$ cat src/rtl/robertsons_mult_hs_if.sv
// Request/response bundle for robertsons_mult_hs.
//   master: the issuing datapath plus the result consumer (drives in_valid,
//           in_signed, q, m, out_ready).
//   slave : the multiplier (drives in_ready, out_valid, p, busy).
// Signals:
//   in_valid / in_ready   request handshake
//   in_signed             1 = both operands two's complement, 0 = unsigned
//   q / m                 multiplier / multiplicand, N bits each
//   out_valid / out_ready response handshake
//   p                     2N-bit product
//   busy                  multiplier is in CALC or DONE
interface robertsons_mult_hs_if #(
    parameter int unsigned N = 8
);
    logic           in_valid;
    logic           in_ready;
    logic           in_signed;
    logic [N-1:0]   q;
    logic [N-1:0]   m;
    logic           out_valid;
    logic           out_ready;
    logic [2*N-1:0] p;
    logic           busy;

    modport master (
        output in_valid,
        output in_signed,
        output q,
        output m,
        output out_ready,
        input  in_ready,
        input  out_valid,
        input  p,
        input  busy
    );

    modport slave (
        input  in_valid,
        input  in_signed,
        input  q,
        input  m,
        input  out_ready,
        output in_ready,
        output out_valid,
        output p,
        output busy
    );
endinterface

$ cat src/rtl/robertsons_mult_hs.sv
// Handshaked sequential multiplier using Robertson's algorithm.
// One multiply in flight; each transaction takes exactly N CALC cycles, then
// the product is held in DONE until the consumer accepts it.
// Ports:
//   clk   rising-edge clock
//   reset synchronous, active-high; overrides everything
//   bus   robertsons_mult_hs_if slave modport (request, response, busy)
module robertsons_mult_hs #(
    parameter int unsigned N = 8
) (
    input logic                 clk,
    input logic                 reset,
    robertsons_mult_hs_if.slave bus
);
    localparam int unsigned CW = $clog2(N);

    typedef enum logic [1:0] {
        Idle,
        Calc,
        Done
    } state_e;

    state_e         state_q;
    logic [N:0]     a_q;       // accumulator, one guard bit for carry / sign
    logic [N-1:0]   qr_q;      // multiplier, shifted right as product LSBs fill in
    logic [N-1:0]   m_q;
    logic           sgn_q;
    logic [CW-1:0]  cnt_q;
    logic [2*N-1:0] p_q;
    logic           out_valid_q;

    logic [N:0]     m_ext;
    logic [N:0]     addend;
    logic [N:0]     sum;
    logic [N:0]     a_d;
    logic [N-1:0]   qr_d;
    logic           last;

    // One Robertson step. In signed mode the multiplier MSB carries weight
    // -2^(N-1), so the last step subtracts M instead of adding it.
    always_comb begin
        m_ext  = sgn_q ? {m_q[N-1], m_q} : {1'b0, m_q};
        addend = qr_q[0] ? m_ext : '0;
        last   = (cnt_q == CW'(N - 1));
        sum    = (sgn_q && last) ? (a_q - addend) : (a_q + addend);
        // Arithmetic shift in signed mode; logical keeps the unsigned carry.
        a_d    = {sgn_q & sum[N], sum[N:1]};
        qr_d   = {sum[0], qr_q[N-1:1]};
    end

    always_ff @(posedge clk) begin
        if (reset) begin
            state_q     <= Idle;
            a_q         <= '0;
            qr_q        <= '0;
            m_q         <= '0;
            sgn_q       <= 1'b0;
            cnt_q       <= '0;
            p_q         <= '0;
            out_valid_q <= 1'b0;
        end else begin
            unique case (state_q)
                Idle: begin
                    // in_ready is simply Idle and not reset, which holds here.
                    if (bus.in_valid) begin
                        m_q     <= bus.m;
                        qr_q    <= bus.q;
                        sgn_q   <= bus.in_signed;
                        a_q     <= '0;
                        cnt_q   <= '0;
                        state_q <= Calc;
                    end
                end
                Calc: begin
                    a_q   <= a_d;
                    qr_q  <= qr_d;
                    cnt_q <= cnt_q + 1'b1;
                    if (last) begin
                        p_q         <= {a_d[N-1:0], qr_d};
                        out_valid_q <= 1'b1;
                        state_q     <= Done;
                    end
                end
                Done: begin
                    if (bus.out_ready) begin
                        out_valid_q <= 1'b0;
                        state_q     <= Idle;
                    end
                end
                default: state_q <= Idle;
            endcase
        end
    end

    assign bus.in_ready  = (state_q == Idle) && !reset;
    assign bus.out_valid = out_valid_q;
    assign bus.p         = p_q;
    assign bus.busy      = (state_q != Idle);
endmodule

$ cat src/flat_wrapper.sv
// flat-port wrapper written by rule: the top's interface ports become plain ports
module robertsons_mult_hs_flat 
#(
    parameter int unsigned N = 8
)
  (clk, reset, bus_in_valid, bus_in_signed, bus_q, bus_m, bus_out_ready, bus_in_ready, bus_out_valid, bus_p, bus_busy);
  robertsons_mult_hs_if #(.N(N)) bus_i ();
  input logic clk;
  input logic reset;
  input wire logic [$bits(bus_i.in_valid)-1:0] bus_in_valid;
  input wire logic [$bits(bus_i.in_signed)-1:0] bus_in_signed;
  input wire logic [$bits(bus_i.q)-1:0] bus_q;
  input wire logic [$bits(bus_i.m)-1:0] bus_m;
  input wire logic [$bits(bus_i.out_ready)-1:0] bus_out_ready;
  output wire logic [$bits(bus_i.in_ready)-1:0] bus_in_ready;
  output wire logic [$bits(bus_i.out_valid)-1:0] bus_out_valid;
  output wire logic [$bits(bus_i.p)-1:0] bus_p;
  output wire logic [$bits(bus_i.busy)-1:0] bus_busy;
  assign bus_i.in_valid = bus_in_valid;
  assign bus_i.in_signed = bus_in_signed;
  assign bus_i.q = bus_q;
  assign bus_i.m = bus_m;
  assign bus_i.out_ready = bus_out_ready;
  assign bus_in_ready = bus_i.in_ready;
  assign bus_out_valid = bus_i.out_valid;
  assign bus_p = bus_i.p;
  assign bus_busy = bus_i.busy;
  robertsons_mult_hs #(.N(N)) u_core (.clk(clk), .reset(reset), .bus(bus_i));
endmodule
$ cat config.mk
export PLATFORM = sky130hd
export DESIGN_NAME = robertsons_mult_hs_flat
export DESIGN_NICKNAME = d
export VERILOG_FILES = /design/src/rtl/robertsons_mult_hs_if.sv /design/src/rtl/robertsons_mult_hs.sv /design/src/flat_wrapper.sv
export SDC_FILE = /design/constraint.sdc
export NUM_CORES = 1
export LEC_CHECK = 0
export BUFFER_PORTS_ARGS = -buffer_cell sky130_fd_sc_hd__buf_2
export CAP_MARGIN = 20
export CELL_PAD_IN_SITES_DETAIL_PLACEMENT = 0
export CELL_PAD_IN_SITES_GLOBAL_PLACEMENT = 1
export CORE_MARGIN = 2
export CORE_UTILIZATION = 43
export CTS_BUF_LIST = sky130_fd_sc_hd__clkbuf_4
export CTS_CLUSTER_SIZE = 8
export DETAILED_ROUTE_END_ITERATION = 7
export HOLD_SLACK_MARGIN = 0.02
export PLACE_DENSITY = 0.93
export RECOVER_POWER = 100
export SYNTH_ARGS = -nofsm -noshare
export SYNTH_HDL_FRONTEND = slang
export SYNTH_SLANG_ARGS = --single-unit
$ cat constraint.sdc
create_clock -name clk -period 4.2 [get_ports clk]
set_input_delay 0.84 -clock clk [delete_from_list [all_inputs] [get_ports clk]]
set_output_delay 0.84 -clock clk [all_outputs]
set_load 0.02 [all_outputs]
=== Word level (Yosys, flattened, before mapping) ===
Cells that the tools add are included.

* Register bits: 48
* Bits of input ports: 21
* Output and inout port bits: 19
* Logic and storage cells: 46

* $add $sub $neg: 3
* Equality and inequality tests: 6
* Mux-type cells: 16
* Bitwise gates (word level): 1
* Reductions and logical operators: 12

{| class="wikitable"
|+ Operators with widths
! cell !! count
|-
| 9-bit 2-to-1 mux || 4
|-
| 9-bit one-hot mux with 2 select lines || 1
|-
| 8-bit one-hot mux with 2 select lines || 1
|-
| 9-bit adder || 1
|-
| 9-bit subtractor || 1
|-
| 8-bit 2-to-1 mux || 1
|-
| 2-bit 2-to-1 mux || 3
|-
| 2-bit one-hot mux with 3 select lines || 1
|-
| 3-bit one-hot mux with 2 select lines || 1
|-
| 2-bit AND reduction || 3
|-
| 3-bit AND reduction || 2
|-
| 2-bit nonzero test || 3
|-
| 2-bit != test, second input constant || 2
|-
| 3-bit by 1-bit adder with 3-bit output, second input constant || 1
|-
| 3-bit == test, second input constant || 1
|-
| 3-bit 2-to-1 mux || 1
|-
| 2-bit by 1-bit == test with 1-bit output, second input constant || 1
|-
| 2-bit == test, second input constant || 1
|-
| 1-bit logical AND || 2
|-
| 2-bit logical NOT || 1
|-
| 1-bit 2-to-1 mux || 2
|-
| 2-bit by 1-bit != test with 1-bit output, second input constant || 1
|-
| 1-bit one-hot mux with 2 select lines || 1
|-
| 1-bit AND || 1
|-
| 1-bit logical NOT || 1
|}

=== Logic depth before layout (Yosys ltp) ===
Gate-level depths: netlist (run 1).

* Depth in word-level cells: 6
* Depth in mapped cells: 13

=== Worst setup path after synthesis (run 1) ===
Ideal clock, no wire load.

* Kind: register to register
* Start point: reg u_core.qr_q[0]
* End point: reg u_core.a_q[8]
* Arrival: 2894 ps
* Required time: 4138 ps
* Setup slack: 1244 ps
* Cell stages (with the launch flop): 13
* Path buffers: 1
* Period minus slack after synthesis: 2956 ps
* Cells stage by stage: dfxtp_1 -> clkbuf_1 -> nand2_1 -> ha_1 -> nor2_1 -> nor2_1 -> o21ai_0 -> o211ai_1 -> ha_1 -> or4_1 -> o22a_2 -> or4_1 -> nand3_1

* Word-level cells in the longest chain between the ends: 5

{| class="wikitable"
|+ Ends and longest elaborated chain
! item !! RTL line !! RTL
|-
| start, declared || robertsons_mult_hs.sv:25 || <nowiki>logic [N-1:0] qr_q;</nowiki>
|-
| start signal, assigned || robertsons_mult_hs.sv:67 || <nowiki>qr_q <= bus.q;</nowiki>
|-
| start signal, assigned || robertsons_mult_hs.sv:76 || <nowiki>qr_q <= qr_d;</nowiki>
|-
| 9-bit 2-to-1 mux * || robertsons_mult_hs.sv:43 || <nowiki>addend = qr_q[0] ? m_ext : '0;</nowiki>
|-
| 9-bit adder / 9-bit subtractor (equally long branches) || robertsons_mult_hs.sv:45 || <nowiki>sum = (sgn_q && last) ? (a_q - addend) : (a_q + addend);</nowiki>
|-
| 9-bit 2-to-1 mux * || robertsons_mult_hs.sv:45 ||
|-
| 1-bit AND * || robertsons_mult_hs.sv:47 || <nowiki>a_d = {sgn_q & sum[N], sum[N:1]};</nowiki>
|-
| 9-bit one-hot mux with 2 select lines * || robertsons_mult_hs.sv:62 || <nowiki>unique case (state_q)</nowiki>
|-
| end signal, assigned || robertsons_mult_hs.sv:54 || <nowiki>a_q <= '0;</nowiki>
|-
| end signal, assigned || robertsons_mult_hs.sv:69 || <nowiki>a_q <= '0;</nowiki>
|-
| end signal, assigned || robertsons_mult_hs.sv:75 || <nowiki>a_q <= a_d;</nowiki>
|-
| end, declared || robertsons_mult_hs.sv:24 || <nowiki>logic [N:0] a_q;</nowiki>
|}

Mark *: on every way between the ends. The rest lies on a longest branch, timed or not.
A chain may end at the register's enable or synchronous reset.

=== Final worst setup path (run 1) ===
* Start point: reg u_core.cnt_q[0]
* End point: reg u_core.p_q[15], in the netlist u_core.bus.p[15]

* Word-level cells in the longest chain between the ends: 3

{| class="wikitable"
|+ Ends and longest elaborated chain
! item !! RTL line !! RTL
|-
| start, declared || robertsons_mult_hs.sv:28 || <nowiki>logic [CW-1:0] cnt_q;</nowiki>
|-
| start signal, assigned || robertsons_mult_hs.sv:77 || <nowiki>cnt_q <= cnt_q + 1'b1;</nowiki>
|-
| 3-bit == test * || robertsons_mult_hs.sv:44 || <nowiki>last = (cnt_q == CW'(N - 1));</nowiki>
|-
| 1-bit logical AND || robertsons_mult_hs.sv:45 ||
|-
| 9-bit 2-to-1 mux || robertsons_mult_hs.sv:45 ||
|-
| end signal, assigned || robertsons_mult_hs.sv:79 || <nowiki>p_q <= {a_d[N-1:0], qr_d};</nowiki>
|-
| end, declared || robertsons_mult_hs.sv:29 || <nowiki>logic [2*N-1:0] p_q;</nowiki>
|}

Marks and branches as above.

==> out/metrics.cfg, run 1 <==
[status]
outcome=finished with violations
violations=max-capacitance violations, max-slew violations

[clock_tree]
cts_tree=yes
clk_pin_slew_ns=0.15
holdBufCountCts=0
cts_sinks=48
cts-resized-gates=0
numCtsBuffers=5
cts_max_level=2
post_cts_buffers=0
clockBufferDepth=2
cts-root-buf=clkbuf_4
clk_latency_ns=0.37

[routing]
drc=0
detail_route.first_pass.iterations=5
drt_iter0_drc=103
num_vias=2239
wl_per_cell_um=13.49
routed_via_density=5.344
finalWirelength_um=5651
ant_nets=0

[logic_synthesis]
avgSynthCellArea_um2=7.773
synth_flop_cell=dfxtp_1
netlist_area_um2=2449
synthAdderAreaFrac_pct=6.438
synthSimpleGateAreaFrac_pct=28.26
synth.area.mux_share_pct=0.8687
synth-edff-count=0
syn_nets=348
seq_area_frac_synth_pct=39.24
synthDistinctLibCells=42
synth-compound-area-share_pct=18.40
synth_top_family_by_area=simple AND/OR/NAND/NOR gates
yosysWarnings=0
synth_xor_area_share_pct=2.862
yosys_register_bits=48
async_flop_share_pct=0
syn_inst=315

[place]
dp_hpwl_um=3997
port_buffers=39
gp_congestion=0.8417
dp_slack_ns=1.079

[critical_path]
r2r_cells=12
cp.required_ns=4.44
cp_max_fo=6
crit_arrival_ns=3.46
rr_endpoint=u_core.bus.p[15]$_SDFFE_PP0P_
regToRegStartpoint=u_core.cnt_q[0]$_SDFFE_PP0P_
critPathKind=register to register
worstSetupEndpointType=register
cp-start-kind=register
r2r_slack_ns=0.98

[timing]
slew_headroom_pct=-54.39
max_freq_mhz=310.3
post-route-period-util_pct=76.73
slew_viol_final=57
layout_min_cycle_time_ns=3.223
hold_viol=0
finalSetupViolCount=0
setup_tns_ns=0
holdWs_ns=0.4632
tightest_slew_ns=2.316
rsz0062_at_grt=false
fin_ws_ns=0.9772
clock-skew-final_ns=0.01661

[die]
die_y_um=79.46
die_w_um=79.46
coreArea_um2=5507
boundaryPins=40
start_util_pct=44.47
dieArea_um2=6314
core.rowCount=27

[grt]
antenna_found_initial=0
grt_overflow=0
grt_pass1_wl_um=9611
grt_pass1_vias=2064
grtUsageTotal_pct=19.09
grt_max_degree=57

[cells_and_area]
num_antenna_cells=0
final_nets=379
syn2layout_area_growth_pct=11.60
drive_above_1_share_pct=10.66
layout_commonest_cell=nand2_1
layout_common_cells=nand2_1, dfxtp_1, a21oi_1, nor2_1, clkbuf_1

[hold_path]
hold_end=u_core.bus.p[4]$_SDFFE_PP0P_
hold_path.class=register to register
min_from=u_core.bus.p[4]$_SDFFE_PP0P_
holdPathStages=2

[power_and_ir_drop]
ir_drop_v=0.0002004
power.leakage_nw=1.010
p_per_area_nw_per_um2=390.8

[job]
maxCapViolCount=1

## cell usage after synthesis (7+ instances only)
cell	n	share of area [%]
a21oi_1	33	6.7
nand2_1	68	10
ha_1	11	5.6
clkbuf_1	15	2.3
nor2_1	33	5.1
inv_1	7	1.1
a311oi_1	8	2.9
nand3_1	16	3.3
o21ai_0	11	2.2
dfxtp_1	48	39
## flip-flops by register name, summed over array words and instances, names as in the netlist
name,cells
u_core.sgn_q,1
u_core.cnt_q,3
u_core.state_q,2
u_core.a_q,9
u_core.bus.out_valid,1
u_core.qr_q,8
u_core.bus.p,16
u_core.m_q,8
## cell families (layout without fill, tap and decap cells)
group                    count (synthesis)  count (layout)
AO/OA/AOI/OAI                           72              72
AND/OR/NAND/NOR                        148             148
buffers and inverters                   25              57
flip-flops                              48              48
multiplexers                             2               2
adder cells (fa/ha/maj)                 12              12
XOR/XNOR                                 8               8
## worst max-delay path, stage by stage (launching register included)
cell	delay, ns
dfxtp_1	0.36
ha_1	0.20
ha_1	0.21
and2_0	0.24
nor2_1	0.25
nor2_1	0.07
o21ai_0	0.08
o211ai_1	0.12
ha_1	0.25
or4_1	0.53
o22a_1	0.27
nor3b_1	0.16
a2111oi_0	0.35
## per-layer routing
layer	wire length [um]	part of all wire [%]	up-vias	GRT usage, %
li1	-	-	1163	-
met3	263	4.7	6	3.054
met1	2796	49	1015	27.16
met5	0	0	-	0
met4	68	1.2	0	6.379
met2	2522	45	55	29.33
## final cells by class
type,instances,area (um2)
fillers,587,2774
clock buffers,5,37.54
well taps,72,90.09
inverters,7,26.28
multi-input cells,242,1386
flip-flops and latches,48,960.9
clock inverters,3,42.54
repair buffers,42,188.9
## stage by stage
stage          power (mW)  utilization [%]  cell area, um2  cells
6_report            1.068            49.63            2733    419
5_1_grt             1.130            49.63            2733    419
4_1_cts             1.077            50.24            2766    419
3_5_place_dp       0.8010            48.78            2686    411
3_3_place_gp       0.7992            48.78            2686    411
2_1_floorplan      0.7367                -            2449    315
## how the worst max path moves through the flow
stage	start	endpoint	slack, ns	cells after the start
6_report	u_core.cnt_q[0]$_SDFFE_PP0P_	u_core.bus.p[15]$_SDFFE_PP0P_	0.98	12
5_1_grt	u_core.cnt_q[0]$_SDFFE_PP0P_	u_core.bus.p[15]$_SDFFE_PP0P_	0.66	12
4_1_cts	u_core.cnt_q[0]$_SDFFE_PP0P_	u_core.a_q[7]$_SDFFE_PP0P_	1.04	12
3_5_place_dp	u_core.cnt_q[0]$_SDFFE_PP0P_	u_core.a_q[7]$_SDFFE_PP0P_	1.08	12
3_3_place_gp	u_core.cnt_q[0]$_SDFFE_PP0P_	u_core.a_q[8]$_SDFFE_PP0P_	1.11	12
2_1_floorplan	u_core.qr_q[0]$_SDFFE_PP0P_	u_core.a_q[8]$_SDFFE_PP0P_	1.24	12
## report_power, final
group	total (mW)	switching, mW	internal (mW)
logic	0.283	0.159	0.124
clock network	0.279	0.155	0.124
registers	0.506	0.0239	0.482
total	1.07	0.338	0.730
(Power assumes the default switching activity.)
==> run 2, diff against run 1 <==
--- a/config.mk
+++ b/config.mk
@@ -5,12 +5,13 @@
 export SDC_FILE = /design/constraint.sdc
 export NUM_CORES = 1
 export LEC_CHECK = 0
+export ABC_AREA = 1
 export BUFFER_PORTS_ARGS = -buffer_cell sky130_fd_sc_hd__buf_2
 export CAP_MARGIN = 20
 export CELL_PAD_IN_SITES_DETAIL_PLACEMENT = 0
 export CELL_PAD_IN_SITES_GLOBAL_PLACEMENT = 1
 export CORE_MARGIN = 2
-export CORE_UTILIZATION = 43
+export CORE_UTILIZATION = 42
 export CTS_BUF_LIST = sky130_fd_sc_hd__clkbuf_4
 export CTS_CLUSTER_SIZE = 8
 export DETAILED_ROUTE_END_ITERATION = 7
==> constraint.sdc (replaced) <==
create_clock -name clk -period 3.2 [get_ports clk]
set_input_delay 0.64 -clock clk [delete_from_list [all_inputs] [get_ports clk]]
set_output_delay 0.64 -clock clk [all_outputs]
set_load 0.02 [all_outputs]
==> run 2 against run 1 <==
Effect of this change: the flow now finishes without violations; utilization fell by 3.4 points; sequential cell count did not move; wire length fell by 9.8%; synthesized cell count rose by 8.6%; register-to-register slack worse by 0.47 ns; setup slack got worse by 0.47 ns; non-clock buffer count decreased by 2; die area increased by 4.4%; critical path type unchanged.
==> out/metrics.cfg, run 2 <==
[timing]
post-route-period-util_pct=84.01
max_freq_mhz=372.0
setup_tns_ns=0
layout_min_cycle_time_ns=2.688
tightest_slew_ns=1.211
rsz0062_at_grt=false
slew_viol_final=0
hold_viol=0
finalSetupViolCount=0
clock-skew-final_ns=0.009322
slew_headroom_pct=18.95
holdWs_ns=0.4697

[grt]
antenna_found_initial=0
grt_overflow=0
grt_pass1_vias=2058
grt-busiest-layer=met2
use_met1_pct=22.18
grt_use_met2_pct=28.51
grt_max_degree=49
grtUsageMet3_pct=2.778
grt_pass1_wl_um=8949
grtUsageTotal_pct=17.22

[clock_tree]
cts-resized-gates=0
post_cts_buffers=0
clk_latency_ns=0.37
numCtsBuffers=5
clk_pin_slew_ns=0.14
cts-root-buf=clkbuf_4
cts_tree=yes
clockBufferDepth=2
holdBufCountCts=0
cts_max_level=2
cts_sinks=48

[logic_synthesis]
yosysMostFrequentCell=nand2_1
synth-edff-count=0
synthTopCellsByArea=dfxtp_1, nand2_1, a21oi_1, inv_1, ha_1
netlist_area_um2=2502
yosys.area.top_type_share_pct=38.40
yosysWarnings=0
syn_inst=342
async_flop_share_pct=0
synthDistinctLibCells=34
synth_flop_cell=dfxtp_1
syn_nets=375
avgSynthCellArea_um2=7.317
seq_area_frac_synth_pct=38.40
yosys_register_bits=48
synth_common_cells=nand2_1, dfxtp_1, a21oi_1, inv_1, nor2_1
synth_top_area_cell=dfxtp_1

[hold_path]
holdPathStages=2
hold_end=u_core.bus.p[6]$_SDFFE_PP0P_
hold_path.class=register to register
min_from=u_core.bus.p[6]$_SDFFE_PP0P_

[cells_and_area]
syn2layout_area_growth_pct=8.150
layout_commonest_cell=nand2_1
final_nets=407
drive_above_1_share_pct=10.43
layout_common_cells=nand2_1, dfxtp_1, inv_1, a21oi_1, buf_2
num_antenna_cells=0
largest_reg_flops=16

[die]
boundaryPins=40
die_w_um=81.19
die_y_um=81.19
coreArea_um2=5851
dieArea_um2=6592
core.rowCount=28
start_util_pct=42.77

[power_and_ir_drop]
ir_drop_v=0.0002380
p_clk_share_pct=21.5
netSwitchingFraction_pct=34.27
p_switching_mw=0.4423
power.internal_mw=0.8484
pwr-share-comb_pct=27.8
p_per_area_nw_per_um2=476.9
power.leakage_nw=1.171
seq_power_share_pct=50.7

[critical_path]
regToRegStartpoint=u_core.cnt_q[0]$_SDFFE_PP0P_
r2r_slack_ns=0.51
cp-start-kind=register
worstSetupEndpointType=register
cp_max_fo=9
path_common_cell=nand2_1
crit_arrival_ns=2.99
r2r_cells=17
critPathMaxStageDelay_ns=0.35
critPathKind=register to register
rr_endpoint=u_core.a_q[8]$_SDFFE_PP0P_
cp_cell_sequence=ha_1 -> ha_1 -> nand2_1 -> inv_1 -> a31oi_1 -> xnor2_1 -> inv_1 -> ha_1 -> nand2_1 -> inv_1 -> nand2_1 -> nand2_1 -> a21oi_1 -> inv_1 -> nand2_1 -> nand4_1 -> a21oi_1
cp_slowest_cell=dfxtp_1
cp.required_ns=3.50

[routing]
drc=0
ant_nets=0
num_vias=2163
detail_route.first_pass.iterations=4
wl_per_cell_um=11.36
drt_iter0_drc=91
routed_via_density=4.817
finalWirelength_um=5100

[place]
dp_hpwl_um=3663
gp_congestion=0.8413
port_buffers=39

[status]
outcome=finished clean

[job]
maxCapViolCount=0

## run 2: changes by cell type after synthesis, moves of 5 or more
cell	previous run	this run
a21oi_1	33	41
a211oi_1	4	10
clkbuf_1	15	5
nand3_1	16	7
inv_1	7	41
nor2_1	33	17
a311oi_1	8	0
a21oi_2	0	5
nand2_1	68	99
o21ai_0	11	4
o21ai_1	0	5
## run 2: cell type report
class | instances | area, um2
clock buffer | 5 | 37.54
multi-input combinational | 234 | 1251
sequential | 48 | 960.9
fill | 624 | 3144
clock inverter | 2 | 12.51
timing repair buffer | 40 | 178.9
tap | 75 | 93.84
inverter | 45 | 171.4
## run 2: per-stage QoR
step	power (mW)	instances	util [%]	worst slack [ns]	cell area, um2
2_1_floorplan	0.9681	342	-	0.8563	2502
3_3_place_gp	1.035	442	46.34	0.5666	2711
3_5_place_dp	1.040	442	46.34	0.5411	2711
4_1_cts	1.320	449	47.20	0.5082	2761
5_1_grt	1.383	449	46.26	0.1966	2706
6_report	1.291	449	46.26	0.5118	2706
## run 2: metal layers
layer  up-vias  part of all wire, %
met5         -                    0
met4         0                  2.3
met3        11                  3.1
met2        38                   45
met1       954                   49
li1       1160                    -
## run 2: worst max path at each step
stage / slack (ns) / start / to
after floorplan: 0.86 / u_core.cnt_q[0]$_SDFFE_PP0P_ / u_core.bus.p[15]$_SDFFE_PP0P_
after global placement: 0.57 / u_core.cnt_q[0]$_SDFFE_PP0P_ / u_core.bus.p[15]$_SDFFE_PP0P_
after detailed placement: 0.54 / u_core.cnt_q[0]$_SDFFE_PP0P_ / u_core.bus.p[15]$_SDFFE_PP0P_
after CTS: 0.51 / u_core.cnt_q[0]$_SDFFE_PP0P_ / u_core.bus.p[15]$_SDFFE_PP0P_
after global routing: 0.20 / u_core.cnt_q[0]$_SDFFE_PP0P_ / u_core.a_q[6]$_SDFFE_PP0P_
final: 0.51 / u_core.cnt_q[0]$_SDFFE_PP0P_ / u_core.a_q[8]$_SDFFE_PP0P_
## run 2: logic make-up after synthesis
logic type | count (synthesis) | synth area share, %
xor+xnor | 11 | 3.850
buf+inv | 60 | 10.35
fa+ha+maj | 12 | 6.300
flops | 48 | 38.40
compound gates | 74 | 17.65
simple gates | 137 | 23.45
## run 2: power groups by stage
stage | sequential, mW | clock (mW) | combinational, mW
after global routing | 0.659 | 0.307 | 0.417
after CTS | 0.655 | 0.291 | 0.373
after detailed placement | 0.668 | 0 | 0.372
final | 0.654 | 0.278 | 0.358
after floorplan | 0.659 | 0 | 0.309
after global placement | 0.667 | 0 | 0.368
## run 2: critical path, delay by kind of cell (launching register included)
kind | cells | cell delay, ns
adders and majority gates | 3 | 0.72
xor gates and xnor gates | 1 | 0.14
and+or+nand+nor | 6 | 0.65
AOI/OAI and AO/OA | 3 | 0.51
DFF | 1 | 0.35
buffers and inverters | 4 | 0.26
